**src/rtl/iir_coef_sequencer_if.sv**
```systemverilog
// rtl/iir_coef_sequencer_if.sv - host-side and filter-side signal bundle for the biquad coefficient sequencer
// Optional readback signals exist only when COEF_READBACK_EN is defined.
interface iir_coef_sequencer_if #(
    parameter int COEF_W = 32
) ();
    logic              wr_en;
    logic [2:0]        wr_addr;
    logic [COEF_W-1:0] wr_data;
    logic              wr_err;
    logic              commit;
    logic              run_en;
    logic              busy;
    logic              done;
    logic              cfg_valid;
    logic [2:0]        reg_select;
    logic              enable_reg_select;
    logic [COEF_W-1:0] coefficient;
    logic              n_1_reset;
    logic              filter_enable;
`ifdef COEF_READBACK_EN
    logic [2:0]        rd_addr;
    logic              rd_sel;
    logic [COEF_W-1:0] rd_data;
`endif

    modport master (
        output wr_en, wr_addr, wr_data, commit, run_en,
`ifdef COEF_READBACK_EN
        output rd_addr, rd_sel,
        input  rd_data,
`endif
        input  wr_err, busy, done, cfg_valid, reg_select, enable_reg_select,
        input  coefficient, n_1_reset, filter_enable
    );

    modport slave (
        input  wr_en, wr_addr, wr_data, commit, run_en,
`ifdef COEF_READBACK_EN
        input  rd_addr, rd_sel,
        output rd_data,
`endif
        output wr_err, busy, done, cfg_valid, reg_select, enable_reg_select,
        output coefficient, n_1_reset, filter_enable
    );
endinterface

```
**src/rtl/iir_coef_sequencer.sv**
```systemverilog
// rtl/iir_coef_sequencer.sv - shadows five biquad coefficients, loads a committed snapshot, flushes history, enables filter
// Define COEF_READBACK_EN to add registered shadow/snapshot readback (rd_addr, rd_sel, rd_data).
module iir_coef_sequencer #(
    parameter int FLUSH_CYCLES = 2,
    parameter int COEF_W       = 32
) (
    input  logic                 clk,
    input  logic                 reset,
    iir_coef_sequencer_if.slave  bus
);
    typedef enum logic [1:0] {
        S_IDLE,
        S_LOAD,
        S_FLUSH,
        S_RUN
    } state_t;

    localparam logic [3:0] FLUSH_LAST = 4'(FLUSH_CYCLES - 1);
    localparam logic [3:0] LOAD_LAST  = 4'd4;

    state_t            state_q;
    logic [3:0]        cnt_q;
    logic              pending_q;
    logic [COEF_W-1:0] shadow_q   [5];
    logic [COEF_W-1:0] shadow_d   [5];
    logic [COEF_W-1:0] snapshot_q [5];

    logic              wr_err_q;
    logic              busy_q;
    logic              done_q;
    logic              cfg_valid_q;
    logic [2:0]        reg_select_q;
    logic              enable_reg_select_q;
    logic [COEF_W-1:0] coefficient_q;
    logic              n_1_reset_q;
    logic              filter_enable_q;
`ifdef COEF_READBACK_EN
    logic [COEF_W-1:0] rd_data_q;
`endif

    // A same-edge write must be visible to a commit snapshot, so the snapshot takes shadow_d.
    always_comb begin
        for (int i = 0; i < 5; i++) begin
            shadow_d[i] = shadow_q[i];
        end
        if (bus.wr_en && (bus.wr_addr <= 3'd4)) begin
            shadow_d[bus.wr_addr] = bus.wr_data;
        end
    end

    // State runs one edge ahead of the registered filter-side outputs it produces.
    always_ff @(posedge clk) begin
        if (reset) begin
            state_q             <= S_IDLE;
            cnt_q               <= '0;
            pending_q           <= 1'b0;
            for (int i = 0; i < 5; i++) begin
                shadow_q[i]   <= '0;
                snapshot_q[i] <= '0;
            end
            wr_err_q            <= 1'b0;
            busy_q              <= 1'b0;
            done_q              <= 1'b0;
            cfg_valid_q         <= 1'b0;
            reg_select_q        <= '0;
            enable_reg_select_q <= 1'b0;
            coefficient_q       <= '0;
            n_1_reset_q         <= 1'b0;
            filter_enable_q     <= 1'b0;
        end else begin
            for (int i = 0; i < 5; i++) begin
                shadow_q[i] <= shadow_d[i];
            end
            wr_err_q            <= bus.wr_en && (bus.wr_addr > 3'd4);
            busy_q              <= 1'b0;
            done_q              <= 1'b0;
            reg_select_q        <= '0;
            enable_reg_select_q <= 1'b0;
            coefficient_q       <= '0;
            n_1_reset_q         <= 1'b0;
            filter_enable_q     <= 1'b0;

            case (state_q)
                S_IDLE: begin
                    if (bus.commit) begin
                        state_q <= S_LOAD;
                        cnt_q   <= '0;
                        for (int i = 0; i < 5; i++) begin
                            snapshot_q[i] <= shadow_d[i];
                        end
                    end
                end
                S_LOAD: begin
                    busy_q              <= 1'b1;
                    cfg_valid_q         <= 1'b0;
                    enable_reg_select_q <= 1'b1;
                    reg_select_q        <= cnt_q[2:0];
                    coefficient_q       <= snapshot_q[cnt_q[2:0]];
                    if (bus.commit) begin
                        pending_q <= 1'b1;
                    end
                    if (cnt_q == LOAD_LAST) begin
                        state_q <= S_FLUSH;
                        cnt_q   <= '0;
                    end else begin
                        cnt_q <= cnt_q + 4'd1;
                    end
                end
                S_FLUSH: begin
                    busy_q      <= 1'b1;
                    n_1_reset_q <= 1'b1;
                    if (bus.commit) begin
                        pending_q <= 1'b1;
                    end
                    if (cnt_q == FLUSH_LAST) begin
                        state_q <= S_RUN;
                        cnt_q   <= '0;
                    end else begin
                        cnt_q <= cnt_q + 4'd1;
                    end
                end
                S_RUN: begin
                    // cfg_valid is still low only on the first RUN edge, which is the done edge.
                    if (!cfg_valid_q) begin
                        done_q      <= 1'b1;
                        cfg_valid_q <= 1'b1;
                    end
                    filter_enable_q <= bus.run_en && cfg_valid_q;
                    if (bus.commit || pending_q) begin
                        state_q   <= S_LOAD;
                        cnt_q     <= '0;
                        pending_q <= 1'b0;
                        for (int i = 0; i < 5; i++) begin
                            snapshot_q[i] <= shadow_d[i];
                        end
                    end
                end
                default: begin
                    state_q <= S_IDLE;
                    cnt_q   <= '0;
                end
            endcase
        end
    end

`ifdef COEF_READBACK_EN
    always_ff @(posedge clk) begin
        if (reset) begin
            rd_data_q <= '0;
        end else if (bus.rd_addr > 3'd4) begin
            rd_data_q <= '0;
        end else if (bus.rd_sel) begin
            rd_data_q <= snapshot_q[bus.rd_addr];
        end else begin
            rd_data_q <= shadow_q[bus.rd_addr];
        end
    end

    assign bus.rd_data = rd_data_q;
`endif

    assign bus.wr_err            = wr_err_q;
    assign bus.busy              = busy_q;
    assign bus.done              = done_q;
    assign bus.cfg_valid         = cfg_valid_q;
    assign bus.reg_select        = reg_select_q;
    assign bus.enable_reg_select = enable_reg_select_q;
    assign bus.coefficient       = coefficient_q;
    assign bus.n_1_reset         = n_1_reset_q;
    assign bus.filter_enable     = filter_enable_q;
endmodule

```
**src/flat_wrapper.sv**
```systemverilog
// flat-port wrapper written by rule: the top's interface ports become plain ports
module iir_coef_sequencer_flat 
#(
    parameter int FLUSH_CYCLES = 2,
    parameter int COEF_W       = 32
)
  (clk, reset, bus_wr_en, bus_wr_addr, bus_wr_data, bus_commit, bus_run_en, bus_wr_err, bus_busy, bus_done, bus_cfg_valid, bus_reg_select, bus_enable_reg_select, bus_coefficient, bus_n_1_reset, bus_filter_enable);
  iir_coef_sequencer_if #(.COEF_W(COEF_W)) bus_i ();
  input  logic clk;
  input  logic reset;
  input wire logic [$bits(bus_i.wr_en)-1:0] bus_wr_en;
  input wire logic [$bits(bus_i.wr_addr)-1:0] bus_wr_addr;
  input wire logic [$bits(bus_i.wr_data)-1:0] bus_wr_data;
  input wire logic [$bits(bus_i.commit)-1:0] bus_commit;
  input wire logic [$bits(bus_i.run_en)-1:0] bus_run_en;
  output wire logic [$bits(bus_i.wr_err)-1:0] bus_wr_err;
  output wire logic [$bits(bus_i.busy)-1:0] bus_busy;
  output wire logic [$bits(bus_i.done)-1:0] bus_done;
  output wire logic [$bits(bus_i.cfg_valid)-1:0] bus_cfg_valid;
  output wire logic [$bits(bus_i.reg_select)-1:0] bus_reg_select;
  output wire logic [$bits(bus_i.enable_reg_select)-1:0] bus_enable_reg_select;
  output wire logic [$bits(bus_i.coefficient)-1:0] bus_coefficient;
  output wire logic [$bits(bus_i.n_1_reset)-1:0] bus_n_1_reset;
  output wire logic [$bits(bus_i.filter_enable)-1:0] bus_filter_enable;
  assign bus_i.wr_en = bus_wr_en;
  assign bus_i.wr_addr = bus_wr_addr;
  assign bus_i.wr_data = bus_wr_data;
  assign bus_i.commit = bus_commit;
  assign bus_i.run_en = bus_run_en;
  assign bus_wr_err = bus_i.wr_err;
  assign bus_busy = bus_i.busy;
  assign bus_done = bus_i.done;
  assign bus_cfg_valid = bus_i.cfg_valid;
  assign bus_reg_select = bus_i.reg_select;
  assign bus_enable_reg_select = bus_i.enable_reg_select;
  assign bus_coefficient = bus_i.coefficient;
  assign bus_n_1_reset = bus_i.n_1_reset;
  assign bus_filter_enable = bus_i.filter_enable;
  iir_coef_sequencer #(.FLUSH_CYCLES(FLUSH_CYCLES), .COEF_W(COEF_W)) u_core (.clk(clk), .reset(reset), .bus(bus_i));
endmodule
```
**config.mk**
```make
export PLATFORM = sky130hd
export DESIGN_NAME = iir_coef_sequencer_flat
export DESIGN_NICKNAME = d
export VERILOG_FILES = /design/src/rtl/iir_coef_sequencer_if.sv /design/src/rtl/iir_coef_sequencer.sv /design/src/flat_wrapper.sv
export SDC_FILE = /design/constraint.sdc
export NUM_CORES = 1
export LEC_CHECK = 0
export ABC_CLOCK_PERIOD_IN_PS = 6600
export BUFFER_PORTS_ARGS = -buffer_cell sky130_fd_sc_hd__clkbuf_2
export CORE_MARGIN = 3
export CORE_UTILIZATION = 60
export CTS_BUF_LIST = sky130_fd_sc_hd__clkbuf_4
export DETAILED_ROUTE_END_ITERATION = 8
export HOLD_SLACK_MARGIN = 0.03
export PLACE_DENSITY_LB_ADDON = 0.2
export SLEW_MARGIN = 20
export SYNTH_ARGS = -nofsm -noshare
export SYNTH_HDL_FRONTEND = slang
export SYNTH_SLANG_ARGS = --single-unit
```
**constraint.sdc**
```tcl
create_clock -name clk -period 6.6 [get_ports clk]
set_input_delay 0.66 -clock clk [delete_from_list [all_inputs] [get_ports clk]]
set_output_delay 0.66 -clock clk [all_outputs]
set_load 0.02 [all_outputs]
```
**Word level (Yosys, flattened, before mapping)**

Memory sizes are Yosys's and may differ from the RTL's. A register that Yosys moved wholly into a read port is not among the register bits.
Cells that the tools add are included.

- Bits in registers: 17
- Memory bits (writable): 320
- Output and inout port bits: 42
- Word-level logic and storage cells: 108
- Memories kept: 2

Memory list:

| memory | words | bits a word | read ports | clocked after memory_dff | wr ports | line | source |
|---|---|---|---|---|---|---|---|
| u_core.shadow_q | 5 | 32 | 5 | 0 | 5 | iir_coef_sequencer.sv:24 | `logic [COEF_W-1:0] shadow_q [5];` |
| u_core.snapshot_q | 5 | 32 | 1 | 1 | 5 | iir_coef_sequencer.sv:26 | `logic [COEF_W-1:0] snapshot_q [5];` |

- $add $sub $neg: 1
- Multiplexer cells: 48
- Reductions and logical operators: 14
- $lt $le $gt $ge: 4
- Bitwise logic cells: 18
- Equality and inequality tests: 10

Operators with widths:

| kind | count |
|---|---|
| $mux W32 | 16 |
| $bwmux W160 | 1 |
| $mux W160 | 1 |
| $demux W32 S3 | 1 |
| $mux W1 | 17 |
| $mux W4 | 4 |
| $pmux W4 S4 | 1 |
| $or A1 B1 Y1 | 15 |
| $mux W2 | 4 |
| $ne A2 B1 Y1 const B | 4 |
| $pmux W2 S4 | 1 |
| $reduce_or A2 Y1 | 3 |
| $add A4 B1 Y4 const B | 1 |
| $eq A2 B2 Y1 const B | 2 |
| $eq A4 B1 Y1 const B | 1 |
| $eq A4 B3 Y1 const B | 1 |
| $ge A4 B4 Y1 const B | 1 |
| $logic_and A1 B1 Y1 | 4 |
| $lt A4 B1 Y1 const B | 1 |
| $not A3 Y4 | 1 |
| $pmux W1 S2 | 2 |
| $reduce_and A4 Y1 | 1 |
| $reduce_bool A2 Y1 | 2 |
| $gt A3 B3 Y1 const B | 1 |
| other kinds (8) | 9 |

**Logic depth before layout (Yosys ltp)**

Gate-level depths: netlist (run 1).

- Word-level depth: 9
- Depth in mapped cells: 9

**Least setup slack after synthesis (run 1)**

No wires, ideal clock.

- Path type: input-to-reg
- Start point: in reset
- End point: mem u_core.snapshot_q[0][0] (enable)
- Setup time: 0.452 ns
- Path buffers: 2
- Path slack: 3.009 ns
- Arrival time: 3.139 ns
- Stages: 3
- Cells stage by stage: clkbuf_1 -> clkbuf_1 -> or2_2

RTL lines:

| what | line | source |
|---|---|---|
| start: declaration | flat_wrapper.sv:10 | `input logic reset;` |
| end: declaration | iir_coef_sequencer.sv:26 |  |

==> impl_metrics.env, run 1 <==
export IMPL_status="finished, final reports clean"
export IMPL_ioPinCount=82
export IMPL_yosysTopAreaCell="edfxtp_1"
export IMPL_cts_sinks=369
export IMPL_synth_yosys_warnings=0
export IMPL_async_flop_share_pct=0
export IMPL_worstPathMaxFanout=93
export IMPL_cts_setup_buffers=0
export IMPL_critPathKind="in2reg"
export IMPL_multi_input_area_mm2=0.00447
export IMPL_htreeDepth=3
export IMPL_numPortBuffers=81
export IMPL_regArea_mm2=0.00899
export IMPL_drt_iter0_drc=581
export IMPL_maxCapViolCount=0
export IMPL_intPower_mw=3.99
export IMPL_fin_crit_ps=2520
export IMPL_synth_nets=1176
export IMPL_post_cts_resized=0
export IMPL_die_area_mm2=0.0249
export IMPL_synthCells=1127
export IMPL_clk_pin_slew_worst_paths_ps=60
export IMPL_grt_remaining_overflow=0
export IMPL_p_leak_nw=6.09
export IMPL_rsz0062_at_grt="no"
export IMPL_pwr_share_clk_pct=36.2
export IMPL_power_frac_seq_pct=51.7
export IMPL_start_util_pct=62.1
export IMPL_cp_arrival_ps=2930
export IMPL_fillers=1628
export IMPL_period_share_pct=38.2
export IMPL_ant_nets=0
export IMPL_grt_pass1_wl_um=44100
export IMPL_cts_tree="yes"
export IMPL_cp_end_kind="flop"
export IMPL_insertion_delay_ps=690
export IMPL_firstDrtPassIters=5
export IMPL_wirelength_um=27400
export IMPL_drcViolationCount=0
export IMPL_fin_tns_setup_ps=0
export IMPL_cts_root_buf="clkbuf_4"
export IMPL_final_cells=1595
export IMPL_crit_path_start_kind="primary input"
export IMPL_drive_gt1_share_pct=22.1
export IMPL_worst_pin_slew_ps=1070
export IMPL_place_inst=1423
export IMPL_yosysTopAreaCellShare_pct=34.8
export IMPL_hold_buffers=0
export IMPL_hold_class="in2reg"
export IMPL_synth_seq_cells=369
export IMPL_cp_required_ps=7000
export IMPL_fin_ws_ps=4080
export IMPL_syn_area_mm2=0.0138
export IMPL_yosysUniqueCellTypes=36
export IMPL_seq_area_frac_synth_pct=65.1
export IMPL_fin_worst_skew_ps=26.7
export IMPL_vias=8576
export IMPL_clock_fmax_mhz=396
export IMPL_design_core_area_mm2=0.0222
export IMPL_die_h_um=158
export IMPL_cts_buffer_depth=3
export IMPL_maxSlewViolCount=0
export IMPL_hpwl_um=14100
export IMPL_syn_area_per_cell_um2=12.3
export IMPL_max_slew_margin_pct=28.5
export IMPL_peakVddDrop_uv=207
export IMPL_layout_nets=1286
export IMPL_switching_share_pct=25.4
export IMPL_die_w_um=158
export IMPL_p_sw_mw=1.36
export IMPL_finalSetupViolCount=0
export IMPL_rows=54
export IMPL_yosysMostFrequentCell="nor2_1"
export IMPL_p_per_area_mw_per_mm2=343
export IMPL_routed_via_density=5.38
export IMPL_grt_use_total_pct=22.6
export IMPL_ys_top_cells_by_area="edfxtp_1, dfxtp_1, mux2i_1"
export IMPL_yosys_most_used_dff="dfxtp_1"
export IMPL_final_hold_violation_count=0
export IMPL_areaGrowthSynthToFinish_pct=12.9
export IMPL_p_comb_share_pct=12.1
export IMPL_gp_congestion=0.766
export IMPL_synth_edff_count=160
export IMPL_cts_made_buffers=92
export IMPL_antenna_found_initial=1
export IMPL_post_drt_wl_per_cell_um=17.2
export IMPL_grt_start_max_net_pins=161
export IMPL_pre_cts_slack_ps=3340
export IMPL_p_total_mw=5.36
export IMPL_yosys_top_cells_count="nor2_1, dfxtp_1, mux2i_1"
export IMPL_grt_pass1_vias=8660
state kept, by name (all words and copies together) (netlist names):
| register | flops |
|---|---|
| u_core.cnt_q | 4 |
| u_core.pending_q | 1 |
| u_core.bus.busy | 1 |
| u_core.bus.reg_select | 3 |
| u_core.snapshot_q | 160 |
| u_core.bus.done | 1 |
| u_core.bus.n_1_reset | 1 |
| u_core.bus.cfg_valid | 1 |
| u_core.bus.enable_reg_select | 1 |
| u_core.bus.coefficient | 32 |
| u_core.bus.filter_enable | 1 |
| u_core.shadow_q | 160 |
| u_core.state_q | 2 |
| u_core.bus.wr_err | 1 |
routing by layer:
layer  wire length, um  track usage [%]
met1             11800             29.6
met4               478             8.31
met3              1560             4.98
met2             13600             37.5
met5                 0                0
critical path, cell delays in order:
cell and delay [ps]:
buf_4 730, nand2b_4 800, buf_4 580, nor2_1 120
metrics by stage:
stage | hold slack (ps) | cell area (um^2) | utilization (%)
after floorplan | 456 | 13800 | -
after global placement | 463 | 14300 | 64.5
after detailed placement | 467 | 14300 | 64.5
after CTS | 148 | 15600 | 70.1
after global routing | 166 | 15600 | 70.1
final | 211 | 15600 | 70.1
path summary, 6_finish.rpt:
path | cells after the start | startpoint | endpoint | slack (ps)
min reg2reg | 2 | u_core.shadow_q[0][80] | u_core.shadow_q[0][80] | 490
max | 4 | reset | u_core.snapshot_q[1][24] | 4080
min | 3 | bus_run_en | u_core.bus.filter_enable | 210
max reg2reg | 7 | u_core.state_q[0] | u_core.snapshot_q[1][24] | 4110
power by group through the flow:
stage	clock [mW]	combinational [mW]	sequential, mW
2_1_floorplan	0	0.451	2.83
3_3_place_gp	0	0.648	2.81
3_5_place_dp	0	0.657	2.82
4_1_cts	1.99	0.659	2.77
5_1_grt	2.13	0.712	2.79
6_report	1.94	0.649	2.77
cell usage in the layout (no fill, tap or decap), drive strengths merged, types with 12 or more instances in the layout:
cell	instances
nor2	330
buf	12
a21oi	37
mux4	32
clkinv	21
nand2	70
edfxtp	160
dfxtp	209
mux2i	161
clkbuf	226
area by class of cell:
type                    instances  share of cell area, %
clock inverters                25                  0.947
repair buffers                 92                   3.23
inverters                       8                  0.193
clock buffers                 146                   7.03
well taps                     280                   2.25
multi-input cells             674                   28.6
diodes                          1                 0.0161
flip-flops and latches        369                   57.7
cells by family (layout without fill, tap and decap cells):
logic type	after synthesis	after routing	share of synthesized area (%)
and+or+nand+nor	426	426	12.5
DFF	369	369	65.1
muxes	194	194	17.0
buffers and inverters	84	271	2.92
AOI/OAI and AO/OA	44	44	1.68
adders and majority gates	9	9	0.815
xor gates and xnor gates	1	1	0.0634
other	0	1	0
(Power assumes the default switching activity.)
==> inputs of run 2 (changes only) <==
--- a/config.mk
+++ b/config.mk
@@ -5,10 +5,10 @@
 export SDC_FILE = /design/constraint.sdc
 export NUM_CORES = 1
 export LEC_CHECK = 0
-export ABC_CLOCK_PERIOD_IN_PS = 6600
+export ABC_CLOCK_PERIOD_IN_PS = 2100
 export BUFFER_PORTS_ARGS = -buffer_cell sky130_fd_sc_hd__clkbuf_2
 export CORE_MARGIN = 3
-export CORE_UTILIZATION = 60
+export CORE_UTILIZATION = 57
 export CTS_BUF_LIST = sky130_fd_sc_hd__clkbuf_4
 export DETAILED_ROUTE_END_ITERATION = 8
 export HOLD_SLACK_MARGIN = 0.03
==> constraint.sdc (replaced) <==
create_clock -name clk -period 2.1 [get_ports clk]
set_input_delay 0.21 -clock clk [delete_from_list [all_inputs] [get_ports clk]]
set_output_delay 0.21 -clock clk [all_outputs]
set_load 0.02 [all_outputs]
==> impl_metrics.env, run 2 (synthesized netlist as in run 1, its figures left out) <==
export IMPL_grt_start_max_net_pins=120
export IMPL_post_dp_cell_area_mm2=0.0146
export IMPL_maxCapViolCount=0
export IMPL_hold_depth=4
export IMPL_design_core_area_mm2=0.0236
export IMPL_reg2reg_from="u_core.state_q[0]"
export IMPL_wirelength_um=28300
export IMPL_clk_pin_slew_worst_paths_ps=70
export IMPL_final_util_pct=69.1
export IMPL_cp_slowest_cell="buf_12"
export IMPL_die_h_um=162
export IMPL_period_share_pct=88.6
export IMPL_worst_path_largest_cell_delay_ps=420
export IMPL_cts_sinks=369
export IMPL_min_delay_start="bus_wr_data[23]"
export IMPL_die_w_um=162
export IMPL_peakVddDrop_uv=683
export IMPL_drt_iter0_drc=608
export IMPL_maxSlewViolCount=0
export IMPL_ioPinCount=82
export IMPL_worst_pin_slew_ps=713
export IMPL_firstDrtPassIters=5
export IMPL_final_common_cell="nor2_1"
export IMPL_die_area_mm2=0.0261
export IMPL_rows=56
export IMPL_drive_gt1_share_pct=22.5
export IMPL_cts_tree="yes"
export IMPL_gp_congestion=0.742
export IMPL_cp_required_ps=2410
export IMPL_drcViolationCount=0
export IMPL_areaGrowthSynthToFinish_pct=18.1
export IMPL_grt_pass1_wl_um=46400
export IMPL_crit_family="buffers and inverters"
export IMPL_cts_made_buffers=91
export IMPL_ant_nets=0
export IMPL_cp_end_kind="flop"
export IMPL_crit_path_start_kind="flop"
export IMPL_grt_use_total_pct=22.3
export IMPL_layout_nets=1335
export IMPL_status="finished, final reports clean"
export IMPL_cts_setup_buffers=0
export IMPL_htreeDepth=3
export IMPL_max_slew_margin_pct=52.5
export IMPL_p_per_area_mw_per_mm2=1060
export IMPL_start_util_pct=58.5
export IMPL_antenna_found_initial=1
export IMPL_reg2reg_depth=6
export IMPL_fin_crit_ps=1860
export IMPL_fin_worst_skew_ps=32.0
export IMPL_ff2ff_setup_slack_ps=240
export IMPL_clock_fmax_mhz=538
export IMPL_routed_via_density=5.20
export IMPL_critPathKind="reg2reg"
export IMPL_post_drt_wl_per_cell_um=16.8
export IMPL_p_leak_nw=6.35
export IMPL_final_cell_mix="nor2_1, dfxtp_1, mux2i_1, edfxtp_1, clkbuf_4"
export IMPL_hold_class="in2reg"
export IMPL_cp_num_buf_inv=2
export IMPL_fin_tns_setup_ps=0
export IMPL_cp_cell_sequence="inv_4 > ha_4 > nand2_1 > nand2_1 > or2_4 > buf_12"
export IMPL_cp_arrival_ps=2170
export IMPL_grt_remaining_overflow=0
export IMPL_grt_pass1_vias=9106
export IMPL_worstPathMaxFanout=119
export IMPL_final_hold_violation_count=0
export IMPL_cts_buffer_depth=3
export IMPL_insertion_delay_ps=700
export IMPL_cp_num_cells=6
export IMPL_vias=8746
export IMPL_worst_path_most_repeated_cell="nand2_1"
export IMPL_fin_area_mm2=0.0163
export IMPL_worst_hold_path_endpoint="u_core.shadow_q[0][151]"
export IMPL_r2r_end="u_core.snapshot_q[4][29]"
export IMPL_cts_root_buf="clkbuf_4"
export IMPL_rsz0062_at_grt="no"
export IMPL_finalSetupViolCount=0
export IMPL_numPortBuffers=81
export IMPL_hpwl_um=14700
run 2: power by group:
| part | switching, mW | leakage [nW] | internal [mW] |
|---|---|---|---|
| Sequential | 0.245 | 3.43 | 8.47 |
| Combinational | 1.40 | 2.17 | 0.848 |
| Clock | 2.76 | 0.753 | 3.60 |
| Total | 4.40 | 6.35 | 12.9 |
run 2: area by class of cell:
| class | count | area, um^2 |
|---|---|---|
| clock inverter | 24 | 204 |
| multi-input combinational | 674 | 4490 |
| tap | 319 | 399 |
| inverter | 8 | 35.0 |
| fill | 1757 | 7300 |
| antenna | 1 | 2.50 |
| sequential | 369 | 9000 |
| timing repair buffer | 142 | 1100 |
| clock buffer | 144 | 1080 |
run 2: metal layers:
| metal | vias to the layer above | global-route usage (%) | part of all wire, % |
|---|---|---|---|
| met5 | - | 0 | 0 |
| met2 | 207 | 37.6 | 50 |
| met1 | 4264 | 29.0 | 43 |
| met3 | 40 | 4.23 | 4.9 |
| li1 | 4235 | - | - |
| met4 | 0 | 8.10 | 1.7 |
run 2: stage by stage:
step	instances	hold WS [ps]	setup slack (ps)	total power, mW
floorplan	1127	337	-167	10.3
global placement	1472	425	289	11.0
detailed placement	1472	433	257	11.1
CTS	1680	335	257	17.5
global route	1681	398	177	18.1
finish	1681	404	240	17.3
run 2: worst min-delay path, delay by kind of cell:
family	cells	cell delay (ps)
buffers and inverters	2	670
muxes	1	100
and+or+nand+nor	1	80
run 2: timing repair:
action	4_1_cts	5_1_grt
hold buffers	40	0
hold endpoints to repair	331	0
resized for setup	0	0
run 2: worst max path at each step:
stage,start,to,slack (ps)
floorplan,u_core.state_q[1],u_core.snapshot_q[0][0],-170
global placement,u_core.state_q[1],u_core.snapshot_q[2][22],290
detailed placement,u_core.state_q[1],u_core.snapshot_q[3][23],260
CTS,u_core.state_q[1],u_core.snapshot_q[0][17],260
global route,u_core.state_q[1],u_core.snapshot_q[3][25],180
finish,u_core.state_q[0],u_core.snapshot_q[4][29],240
==> inputs of run 3 (changes only) <==
--- a/config.mk
+++ b/config.mk
@@ -8,8 +8,7 @@
 export ABC_CLOCK_PERIOD_IN_PS = 2100
 export BUFFER_PORTS_ARGS = -buffer_cell sky130_fd_sc_hd__clkbuf_2
 export CORE_MARGIN = 3
-export CORE_UTILIZATION = 57
-export CTS_BUF_LIST = sky130_fd_sc_hd__clkbuf_4
+export CORE_UTILIZATION = 54
 export DETAILED_ROUTE_END_ITERATION = 8
 export HOLD_SLACK_MARGIN = 0.03
 export PLACE_DENSITY_LB_ADDON = 0.2
==> impl_metrics.env, run 3 (synthesized netlist as in run 1, its figures left out) <==
export IMPL_grt_remaining_overflow=0
export IMPL_final_hold_violation_count=0
export IMPL_drcViolationCount=0
export IMPL_worstPathMaxFanout=41
export IMPL_cts_buffer_depth=3
export IMPL_ioPinCount=82
export IMPL_cts_setup_buffers=0
export IMPL_hold_buffers=5
export IMPL_final_cell_mix="nor2_1, dfxtp_1, mux2i_1, edfxtp_1, clkbuf_2"
export IMPL_post_cts_resized=0
export IMPL_insertion_delay_ps=510
export IMPL_maxCapViolCount=0
export IMPL_cts_sinks=369
export IMPL_layout_nets=1255
export IMPL_drive_gt1_share_pct=17.3
export IMPL_clk_pin_slew_worst_paths_ps=60
export IMPL_met3_usage_pct=3.50
export IMPL_pre_cts_slack_ps=350
export IMPL_htreeDepth=2
export IMPL_maxSlewViolCount=0
export IMPL_fin_ws_ps=364
export IMPL_post_drt_wl_per_cell_um=18.0
export IMPL_reg2reg_depth=7
export IMPL_max_slew_margin_pct=58.1
export IMPL_cp_end_kind="flop"
export IMPL_p_leak_nw=6.10
export IMPL_rsz0062_at_grt="no"
export IMPL_hpwl_um=15800
export IMPL_areaGrowthSynthToFinish_pct=15.8
export IMPL_clock_fmax_mhz=576
export IMPL_final_common_cell="nor2_1"
export IMPL_crit_path_start_kind="flop"
export IMPL_gp_congestion=0.736
export IMPL_fin_crit_ps=1740
export IMPL_die_h_um=166
export IMPL_cts_made_buffers=38
export IMPL_critPathKind="reg2reg"
export IMPL_numPortBuffers=81
export IMPL_cp_arrival_ps=2010
export IMPL_status="finished, final reports clean"
export IMPL_drt_iter0_drc=630
export IMPL_top_usage_layer="met2"
export IMPL_place_inst=1485
export IMPL_fin_worst_skew_ps=12.9
export IMPL_start_util_pct=55.8
export IMPL_fin_hold_ws_ps=42.9
export IMPL_vias=8396
export IMPL_use_met1_pct=28.3
export IMPL_grt_pass1_wl_um=45800
export IMPL_routed_via_density=5.39
export IMPL_design_core_area_mm2=0.0247
export IMPL_cts_tree="yes"
export IMPL_rows=57
export IMPL_period_share_pct=82.7
export IMPL_wirelength_um=28100
export IMPL_firstDrtPassIters=4
export IMPL_peakVddDrop_uv=599
export IMPL_final_cells=1558
export IMPL_die_w_um=166
export IMPL_die_area_mm2=0.0275
export IMPL_worst_pin_slew_ps=629
export IMPL_grt_pass1_vias=8597
export IMPL_cts_root_buf="clkbuf_16"
export IMPL_grtUsageMet2_pct=34.4
export IMPL_grt_use_total_pct=20.6
export IMPL_finalSetupViolCount=0
export IMPL_antennaDiodeCount=0
export IMPL_ant_nets=0
export IMPL_antenna_found_initial=0
export IMPL_grt_start_max_net_pins=77
export IMPL_hold_class="in2reg"
export IMPL_cp_required_ps=2370
export IMPL_hold_depth=3
export IMPL_p_per_area_mw_per_mm2=1090
[run 3: cell types whose count changed in the layout (fill, tap and decap cells not counted), sizes merged]
| cell | delta |
|---|---|
| dlygate4sd3 | -35 |
| clkinvlp | -2 |
| clkbuf | -90 |
| buf | +8 |
| diode | -1 |
| clkinv | -6 |
| bufinv | -2 |
[run 3: final timing paths]
check	from	to	slack [ps]
hold / removal	bus_wr_data[16]	u_core.shadow_q[0][112]	40
hold reg to reg	u_core.shadow_q[0][159]	u_core.shadow_q[0][159]	480
setup reg to reg	u_core.state_q[1]	u_core.snapshot_q[0][28]	360
setup / recovery	u_core.state_q[1]	u_core.snapshot_q[0][28]	360
[run 3: worst max-delay path, stage by stage, from the launching register on]
cell and delay, ps:
dfxtp_2 380, inv_4 70, ha_4 170, nand2_1 50
nand2_1 100, or2_4 300, buf_12 190, buf_4 210
[run 3: power by group]
group | switching [mW] | internal (mW)
registers | 0.251 | 8.46
logic | 1.44 | 0.883
clock network | 2.60 | 3.80
[run 3: final cells by class]
type	instances	area, um^2
Clock buffer	54	1070
Clock inverter	14	116
Fill cell	1871	8750
Inverter	8	35.0
Multi-Input combinational cell	674	4490
Sequential cell	369	9000
Tap cell	324	405
Timing Repair Buffer	115	876
[run 3: metal layers]
layer  vias to the layer above  wire, um
li1                       4010         -
met1                      4153     12700
met2                       199     13700
met3                        34      1290
met4                         0       442
met5                         -         0
[run 3: per-stage QoR]
stage / TNS [ps] / cell area (um^2) / total power, mW / util, %
floorplan: -26680 / 13800 / 10.3 / -
global placement: 0 / 14800 / 11.1 / 59.6
detailed placement: 0 / 14800 / 11.2 / 59.6
CTS: 0 / 16000 / 17.6 / 64.6
global route: 0 / 16000 / 18.1 / 64.6
finish: 0 / 16000 / 17.4 / 64.6
